<file path="config.mk">
export PLATFORM = sky130hd
export DESIGN_NAME = ram_arbiter
export DESIGN_NICKNAME = d
export VERILOG_FILES = /design/src/rtl/ram_arb_pkg.sv /design/src/rtl/ram_arb_pick.sv /design/src/rtl/ram_arbiter.sv
export SDC_FILE = /design/constraint.sdc
export NUM_CORES = 1
export LEC_CHECK = 0
export ABC_AREA = 1
export BUFFER_PORTS_ARGS = -buffer_cell sky130_fd_sc_hd__buf_2
export CORE_ASPECT_RATIO = 0.8
export CORE_UTILIZATION = 25
export DETAILED_ROUTE_END_ITERATION = 12
export HOLD_SLACK_MARGIN = 0.08
export PLACE_DENSITY = 0.51
export SETUP_SLACK_MARGIN = 0.05
export SLEW_MARGIN = 10
export SYNTH_ARGS = -nofsm -noshare
export SYNTH_HDL_FRONTEND = slang
export SYNTH_SLANG_ARGS = --single-unit
</file>
<file path="constraint.sdc">
create_clock -name clock -period 3.25 [get_ports clock]
set_input_delay 0.325 -clock clock [delete_from_list [all_inputs] [get_ports clock]]
set_output_delay 0.325 -clock clock [all_outputs]
set_load 0.05 [all_outputs]
</file>
<file path="src/rtl/ram_arb_pkg.sv">
// Shared types and constants for the two-requester RAM arbiter.
package ram_arb_pkg;

    localparam int ADDR_W = 5;
    localparam int DATA_W = 16;

    localparam logic REQ_UC  = 1'b0;
    localparam logic REQ_DBG = 1'b1;

    typedef enum logic [1:0] {
        IDLE   = 2'd0,
        ACCESS = 2'd1,
        WAIT   = 2'd2,
        ACK    = 2'd3
    } state_t;

endpackage

</file>
<file path="src/rtl/ram_arb_pick.sv">
// Winner select for two requesters; on a tie the requester not granted last wins.
module ram_arb_pick
    import ram_arb_pkg::*;
(
    input  logic req_0,
    input  logic req_1,
    input  logic last_gnt,
    output logic win
);

    // A last_gnt tied to REQ_DBG turns this into fixed priority for requester 0.
    always_comb begin
        win = REQ_UC;
        if (req_0 && req_1) begin
            win = ~last_gnt;
        end else if (req_1) begin
            win = REQ_DBG;
        end
    end

endmodule

</file>
<file path="src/rtl/ram_arbiter.sv">
// Two-port single-RAM access arbiter: one transaction per 4 cycles, ack on the 3rd cycle.
// Define RAM_ARB_RR_EN for round-robin arbitration; otherwise requester 0 has fixed priority.
//   state  | meaning
//   IDLE   | waiting for a request, winner captured on exit
//   ACCESS | address/data on the RAM, write strobe for writes
//   WAIT   | RAM read data valid, captured into rdata at the end
//   ACK    | ack pulse to the granted requester
module ram_arbiter
    import ram_arb_pkg::*;
(
    input  logic              clock,
    input  logic              reset,
    input  logic              req_0,
    input  logic              we_0,
    input  logic [ADDR_W-1:0] addr_0,
    input  logic [DATA_W-1:0] wdata_0,
    output logic              ack_0,
    input  logic              req_1,
    input  logic              we_1,
    input  logic [ADDR_W-1:0] addr_1,
    input  logic [DATA_W-1:0] wdata_1,
    output logic              ack_1,
    output logic [DATA_W-1:0] rdata,
    output logic              busy,
    output logic              gnt_id,
    output logic [ADDR_W-1:0] ram_address,
    output logic [DATA_W-1:0] ram_data,
    output logic              ram_wren,
    input  logic [DATA_W-1:0] ram_q
);

    state_t state, state_nxt;
    logic   take;
    logic   load_rd;
    logic   win;
    logic   last_gnt;
    logic   we_q;

    ram_arb_pick u_pick (
        .req_0    (req_0),
        .req_1    (req_1),
        .last_gnt (last_gnt),
        .win      (win)
    );

`ifdef RAM_ARB_RR_EN
    logic last_q;

    // Reset value makes requester 0 the first tie winner.
    always_ff @(posedge clock or negedge reset) begin
        if (!reset) begin
            last_q <= REQ_DBG;
        end else if (take) begin
            last_q <= win;
        end
    end

    assign last_gnt = last_q;
`else
    assign last_gnt = REQ_DBG;
`endif

    always_ff @(posedge clock or negedge reset) begin
        if (!reset) begin
            state <= IDLE;
        end else begin
            state <= state_nxt;
        end
    end

    always_comb begin
        state_nxt = state;
        take      = 1'b0;
        load_rd   = 1'b0;
        busy      = 1'b1;
        ram_wren  = 1'b0;
        ack_0     = 1'b0;
        ack_1     = 1'b0;
        case (state)
            IDLE: begin
                busy = 1'b0;
                if (req_0 || req_1) begin
                    take      = 1'b1;
                    state_nxt = ACCESS;
                end
            end
            ACCESS: begin
                ram_wren  = we_q;
                state_nxt = WAIT;
            end
            WAIT: begin
                load_rd   = ~we_q;
                state_nxt = ACK;
            end
            ACK: begin
                ack_0     = (gnt_id == REQ_UC);
                ack_1     = (gnt_id == REQ_DBG);
                state_nxt = IDLE;
            end
            default: state_nxt = IDLE;
        endcase
    end

    // RAM-side address/data come only from these registers, never from requester inputs.
    always_ff @(posedge clock or negedge reset) begin
        if (!reset) begin
            gnt_id      <= REQ_UC;
            we_q        <= 1'b0;
            ram_address <= '0;
            ram_data    <= '0;
            rdata       <= '0;
        end else begin
            if (take) begin
                gnt_id      <= win;
                we_q        <= win ? we_1 : we_0;
                ram_address <= win ? addr_1 : addr_0;
                ram_data    <= win ? wdata_1 : wdata_0;
            end
            if (load_rd) begin
                rdata <= ram_q;
            end
        end
    end

endmodule

</file>
# Word level (Yosys, flattened, before mapping)
# Index checks and enable logic that the tools add are counted.
[totals]
ff_bits = 41
word_cells = 29
[op_classes]
bitwise = 2
n_eq_ne = 4
n_reduce_logical = 3
muxes = 14
[ops]
columns = ["op", "n"]
rows = [
  ["16-bit two-way mux", 1],
  ["1-bit two-way mux", 10],
  ["2-bit case mux with 4 select lines", 1],
  ["5-bit two-way mux", 1],
  ["2-bit == test (second input constant)", 2],
  ["2-bit by 1-bit == test with 1-bit output (second input constant)", 1],
  ["2-bit zero test", 1],
  ["2-bit two-way mux", 1],
  ["2-bit != test (second input constant)", 1],
  ["1-bit NOT", 2],
  ["1-bit logical AND", 1],
  ["1-bit logical OR", 1],
]

# Depth between registers and ports, before layout
# Gate-level depths: netlist (run 1).
[depth]
ltp_word = 3
ltp_mapped = 7

# Cells and area by module
# A second synthesis (run 1) with hierarchy kept.
[hier_totals]
hier_cells = 271
area_unflattened_um2 = 2033.2
[modules_own_cells]
columns = ["mod", "cells_per_inst", "area_per_inst_um2", "n_inst"]
rows = [
  ["ram_arbiter", 269, 2020.7, 1],
  ["ram_arb_pick", 2, 12.5, 1],
]

# Least setup slack after synthesis (run 1)
# Ideal clock, no wire load.
[synth_path]
path_type = "register to output"
start = "reg gnt_id"
end = "out ack_0"
stages_incl_launch_ff = 2
path_buffers = 0
t_required_ps = 2925
slack_ps = 1623
arrival_time_ps = 1302
cell_sequence = "dfrtp_1 nor2_1"
[synth_between]
elab_chain_len = 2
[synth_rtl]
columns = ["element", "line", "rtl"]
rows = [
  ["from (decl)", "ram_arbiter.sv:25", "output logic gnt_id,"],
  ["from (signal assigned)", "ram_arbiter.sv:114", "gnt_id <= win;"],
  ["1-bit NOT", "ram_arbiter.sv:96", "ack_0 = (gnt_id == REQ_UC);"],
  ["1-bit two-way mux", "ram_arbiter.sv:79", "case (state)"],
  ["to (decl)", "ram_arbiter.sv:17", "output logic ack_0,"],
]
# No other way between the ends.

# Worst setup path after layout (run 1)
[layout_path]
start = "reg state[1]"
end = "out ram_wren"
[layout_between]
elab_chain_len = 2
[layout_rtl]
columns = ["element", "line", "rtl"]
rows = [
  ["from (decl)", "ram_arbiter.sv:32", "state_t state, state_nxt;"],
  ["from (signal assigned)", "ram_arbiter.sv:67", "state <= state_nxt;"],
  ["2-bit by 1-bit == test with 1-bit output", "ram_arbiter.sv:79", ""],
  ["1-bit two-way mux", "ram_arbiter.sv:79", ""],
  ["to (decl)", "ram_arbiter.sv:28", "output logic ram_wren,"],
]
# No other way between the ends.

==> metrics.txt, run 1 <==
die width=105 µm; fillers=915; Clk pwr share=10.1%; Synth Flop Type=dfrtp_1; Internal Dissipation=1330 µW; register area=0.00103 mm²; Area after DPL=0.00271 mm²; most frequent cell after synthesis=nand2_1; Min Hold Slack=160 ps; PwrDens=1090 mW/mm²; FFs w/ async S/R, synth=100%; Root Driver=clkbuf_8; worst-skew pair later-pin latency=280 ps; Worst setup SP type=flip-flop; crit path to=ram_wren; TritonCTS Buffers=5; arrival time at the worst endpoint=1320 ps; post-synthesis cell count=288; Total Die Area=0.00882 mm²; final wirelength=5.30 mm; cell area after synthesis=0.00211 mm²; ranking of synthesized cells by area=dfrtp_1 (49%), nand2_1 (19%), nand3_1 (14%); clock sink count=41; Hold Path Class=input port to asynchronous set/reset pin; cell taking the most area after synthesis=dfrtp_1; DR WL/cell=10.7 µm; Synth top cells by count=nand2_1 (105), nand3_1 (61), inv_1 (50), dfrtp_1 (41), buf_2 (13); CTS Buffer Depth=2; vias per inst=4.09; Synth Warn #=0; CTS clk-pin slew, worst paths=70 ps; HPWL Detailed=3.81 mm; largest net degree at the start of global routing=42; drt first-iter violations=131; Tot Pwr=3050 µW; CP required=2920 ps; Multi-input gate area=813 µm²; DRC=0; core area=0.00806 mm²; initial antenna violation count=0; first-pass GRT wire length=9.05 mm; unrepaired setup endpoints after global routing=false; Crit. Startpoint=state[1]; hold_buf cts=0; syn_nets=357; CP max FO=4; reg2reg start=state[1]; Overflow after GRT=0; Unique masters post-synth=16; worst setup path category=flip-flop to output port; I/O pin count=106; layout cells sized above 1=30.5%; register area share after synthesis=48.6%; Pre-antenna DRT Iters=4; Sw Ratio=56.5%; Max Cap Violations=0; final critical-path share of the clock period=50.6%; setup_tns=0 ps; remaining antenna violation count=0; worst reg-to-reg path cell count=6; I/O Buffers=105; sequential power share=30.1%; # diodes=0; effective utilization at floorplan=26.2%; GRT Total Usage=12.8%; status=finished clean; worst vdd ir=0.362 mV; Post-synth EDFFs=0; final layout net count=455; reg2reg setup slack=1650 ps; Setup Skew=6.42 ps; via count=2023; Worst-Margin Slew=890 ps; NetSw=1720 µW; critical path endpoint category=output port; Synth top area share=48.6%; fmax=608 MHz; Hold Vio Cnt, Final=0; max-slew violation count=0; layout overhead on the synthesized area=32.0%; r2r endpoint=ram_data[12]; setup repair bufs after CTS=0; Die H=84.2 µm; CTS tree=yes; Syn Area/Cell=7.33 µm²; # resized after CTS=0; Slew HR=40.7%; H-tree depth=2; logic gate share of total power=59.8%; vias in the first global route=1959; RD Place Congestion=0.720; site row count=29; final setup violating endpoints=0; Leak Pwr=0.00174 µW; Seq cells post-synth=41; design area=0.00279 mm²; Tmin final=1650 ps; Post-Place Worst Slack=1570 ps; worst setup margin=1600 ps
placed cells by master (no fill, tap or decap):
cell type,netlist,layout
buf_2,13,105
nand3_1,61,61
inv_2,3,3
ha_1,5,5
o21ai_0,1,1
o21ai_2,1,1
nand2_1,105,105
nor2_4,1,1
dfrtp_1,41,41
clkbuf_1,1,3
nor2_1,1,1
buf_4,0,1
nand2_2,1,1
clkbuf_8,0,5
inv_1,50,50
o21ai_1,2,2
nor2_2,1,1
kinds of logic (layout without fill, tap and decap cells):
| group | after synthesis | count (layout) | share of synthesized area (%) |
|---|---|---|---|
| buffers and inverters | 68 | 167 | 12.9 |
| and+or+nand+nor | 170 | 170 | 34.4 |
| adders and majority gates | 5 | 5 | 2.96 |
| DFF | 41 | 41 | 48.6 |
| AOI/OAI and AO/OA | 4 | 4 | 1.13 |
per-stage QoR:
step	instances	util, %
floorplan	288	-
global placement	487	33.6
detailed placement	487	33.6
CTS	495	34.6
global route	495	34.6
finish	495	34.6
cell type report:
type / count / share of cell area, %
clock buffers: 8 / 2.87
multi-input cells: 179 / 29.2
repair buffers: 106 / 19.1
flip-flops and latches: 41 / 36.8
inverters: 53 / 7.14
well taps: 108 / 4.85
power by group through the flow:
stage / Clock [µW] / Sequential [µW] / Combinational (µW)
6_report: 309 / 917 / 1820
5_1_grt: 351 / 950 / 1980
4_1_cts: 330 / 920 / 1840
3_5_place_dp: 0 / 922 / 1850
3_3_place_gp: 0 / 929 / 1830
2_1_floorplan: 0 / 1720 / 597
how the worst min path moves through the flow:
stage               startpoint  endpoint  slack (ps)  depth (start not counted)
global placement      rdata[7]  rdata[7]         450                          2
CTS                      reset  rdata[1]         200                          1
global route             reset  rdata[1]         250                          1
finish                   reset  rdata[1]         160                          1
floorplan                reset    gnt_id          30                          0
detailed placement    rdata[0]  rdata[0]         450                          2
worst max-delay path, cell delays in order, from the launching register on:
cell and delay [ps]:
dfrtp_1 410, inv_1 120, ha_1 160, nand2_1 40, inv_1 40, buf_2 260
routing by layer:
layer / share of wire (%) / up-vias / track usage, %
met1: 48 / 880 / 16.8
li1: - / 1060 / -
met4: 0.59 / 0 / 3.07
met2: 43 / 79 / 20.3
met3: 8.2 / 4 / 4.27
met5: 0 / - / 0
registers in the layout (all words and copies together) (netlist names):
name / cells
gnt_id: 1
ram_address: 5
ram_data: 16
rdata: 16
state: 2
we_q: 1
No activity file was read; power rests on OpenSTA's default activity.
==> inputs of run 2 (changes only) <==
- PLACE_DENSITY: 0.51 -> 0.53
- clock period: 3.25 -> 1.3 ns (I/O delays scaled with it)
==> run 2 against run 1 <==
Compared with the run above: the run now ends with negative setup slack left; utilization rose by 7.2 points; cell count rose by 6.5%; total power rose to 2.9 times the previous value; global-route usage rose by 1.6 points; worst hold slack got worse by 55 ps; critical path type unchanged; largest cell class unchanged; clock skew rose by 0.59 ps; sequential power rose by 150%; flip-flop and latch count did not move; critical endpoint unchanged; non-clock buffer count rose by 32; worst setup slack got worse by 1700 ps; clock power rose to 3.9 times the previous value.
==> metrics.txt, run 2 (synthesized netlist as in run 1, its figures left out) <==
clock sink count=41 (unchanged); violated checks=negative setup slack; TritonCTS Buffers=5 (unchanged); CTS tree=yes (unchanged); # diodes=0 (unchanged); I/O pin count=106 (unchanged); Multi-input gate area=958 µm² (was 813 µm²); die width=105 µm (unchanged); final critical-path share of the clock period=105%; final setup violating endpoints=14 (was 0); Sw Ratio=52.1% (was 56.5%); post-placement cell count=499 (was 487); CTS clk-pin slew, worst paths=80 ps (was 70 ps); Slew HR=69.9% (was 40.7%); Area after DPL=0.00283 mm² (was 0.00271 mm²); Worst-Margin Slew=451 ps (was 890 ps); remaining antenna violation count=0 (unchanged); DRC=0 (unchanged); DR WL/cell=11.3 µm (was 10.7 µm); Internal Dissipation=4300 µW (was 1330 µW); unrepaired setup endpoints after global routing=true (was false); post-route insts no fill=527 (was 495); Worst setup SP type=flip-flop (unchanged); logic gate share of total power=61.0% (was 59.8%); critical path endpoint category=output port (unchanged); final wirelength=5.94 mm (was 5.30 mm); Clk pwr share=13.4% (was 10.1%); r2r endpoint=ram_data[7] (was ram_data[12]); reg2reg start=state[1] (unchanged); I/O Buffers=105 (unchanged); H-tree depth=2 (unchanged); worst setup path category=flip-flop to output port (unchanged); layout cells sized above 1=39.6% (was 30.5%); status=finished, violations left (was finished clean); core area=0.00806 mm² (unchanged); Hold Path End=rdata[2]; Leak Pwr=0.00196 µW (was 0.00174 µW); worst reg-to-reg path cell count=8 (was 6); RD Place Congestion=0.731 (was 0.720); Min Hold Slack=106 ps (was 160 ps); worst hold start=ram_q[2]; fillers=852 (was 915); via count=2232 (was 2023); Hold Vio Cnt, Final=0 (unchanged); CP most frequent cell=inv_2 (was inv_1); worst hold path depth=3; final layout net count=487 (was 455); CP required=1170 ps (was 2920 ps); site row count=29 (unchanged); Die H=84.2 µm (unchanged); first-pass GRT wire length=10.2 mm (was 9.05 mm); leading cell types in the layout, fill and taps excluded=nand2_1 (101), buf_2 (101), nand3_1 (48) (was nand2_1 (105), buf_2 (105), nand3_1 (61)); worst setup margin=-66.8 ps (was 1600 ps); worst vdd ir=1.03 mV (was 0.362 mV); crit-path cells=inv_2, buf_6, ha_4, nand2_2, inv_2, buf_8 (was inv_1, ha_1, nand2_1, inv_1, buf_2); Hold Path Class=input port to flip-flop (was input port to asynchronous set/reset pin); Pre-antenna DRT Iters=5 (was 4); Slowest cell on crit path=dfrtp_1 (unchanged); design area=0.00337 mm² (was 0.00279 mm²); register area=0.00103 mm² (unchanged); Setup Skew=7.01 ps (was 6.42 ps); arrival time at the worst endpoint=1240 ps (was 1320 ps); drt first-iter violations=108 (was 131); Max Cap Violations=0 (unchanged); layout overhead on the synthesized area=59.6% (was 32.0%); vias per inst=4.24 (was 4.09); vias in the first global route=2291 (was 1959); reg2reg setup slack=-30 ps (was 1650 ps); Total Die Area=0.00882 mm² (unchanged); effective utilization at floorplan=26.2% (unchanged); Core Util, Final=41.8% (was 34.6%); Tmin final=1370 ps; fmax=732 MHz; setup_tns=-364 ps (was 0 ps); PwrDens=2660 mW/mm² (was 1090 mW/mm²); CTS Buffer Depth=2 (unchanged); initial antenna violation count=0 (unchanged); max-slew violation count=0 (unchanged); HPWL Detailed=4.06 mm (was 3.81 mm); GRT Total Usage=14.3% (was 12.8%); NetSw=4670 µW (was 1720 µW); largest net degree at the start of global routing=42 (unchanged); CP max FO=3 (was 4); Top Registers=ram_data (16), rdata (16), ram_address (5) (unchanged); worst-skew pair later-pin latency=290 ps (was 280 ps); Overflow after GRT=0 (unchanged); Root Driver=clkbuf_8 (unchanged); sequential power share=25.6% (was 30.1%); Crit path largest cell delay=410 ps (about the same)
run 2: cell types whose count changed in the layout (fill, tap and decap cells not counted), sizes merged:
cell and delta:
buf +15, bufinv +2, clkbuf -2, clkinv +1, dlygate4sd3 +16
run 2: cell type report:
| cell class | instances | share of cell area, % |
|---|---|---|
| repair buffers | 138 | 27.0 |
| inverters | 53 | 6.05 |
| clock buffers | 5 | 2.04 |
| well taps | 108 | 4.01 |
| multi-input cells | 179 | 28.5 |
| clock inverters | 3 | 1.93 |
| flip-flops and latches | 41 | 30.5 |
run 2: worst max-delay path by stage:
stage / end / start
after floorplan: rdata[10] / state[0]
after global placement: rdata[3] / state[0]
after detailed placement: rdata[4] / state[0]
after CTS: busy / state[1]
after global routing: ram_wren / state[1]
final: ram_wren / state[1]
run 2: repair_timing:
action,4_1_cts,5_1_grt
setup buffers,3,0
resized for setup,27,23
hold buffers,16,0
setup endpoints to repair,42,44
pin swaps,0,8
gates cloned,0,1
hold endpoints to repair,56,0
run 2: metal layers:
metal	track usage, %	share of wire (%)	vias up
li1	-	-	1130
met5	0	0	-
met4	3.46	0.64	0
met3	3.96	6.2	6
met2	26.1	50	73
met1	16.7	43	1023
run 2: metrics by stage:
stage	total power, µW	setup slack, ps
final	8970	-66.8
after global routing	9580	-150
after CTS	8790	-82.1
after detailed placement	7190	12.3
after global placement	7130	61.8
after floorplan	5840	63.6
run 2: power groups by stage:
stage          Sequential (µW)  Combinational [µW]  Clock [µW]
3_3_place_gp              2290                4840           0
6_report                  2290                5470        1200
2_1_floorplan             4300                1540           0
3_5_place_dp              2290                4900           0
5_1_grt                   2370                5920        1290
4_1_cts                   2290                5240        1260
run 2: critical path, delay by kind of cell, from the launching register on:
family	cells	cell delay [ps]
buffers and inverters	4	380
flip-flops	1	410
adder cells (fa/ha/maj)	1	120
AND/OR/NAND/NOR	1	40
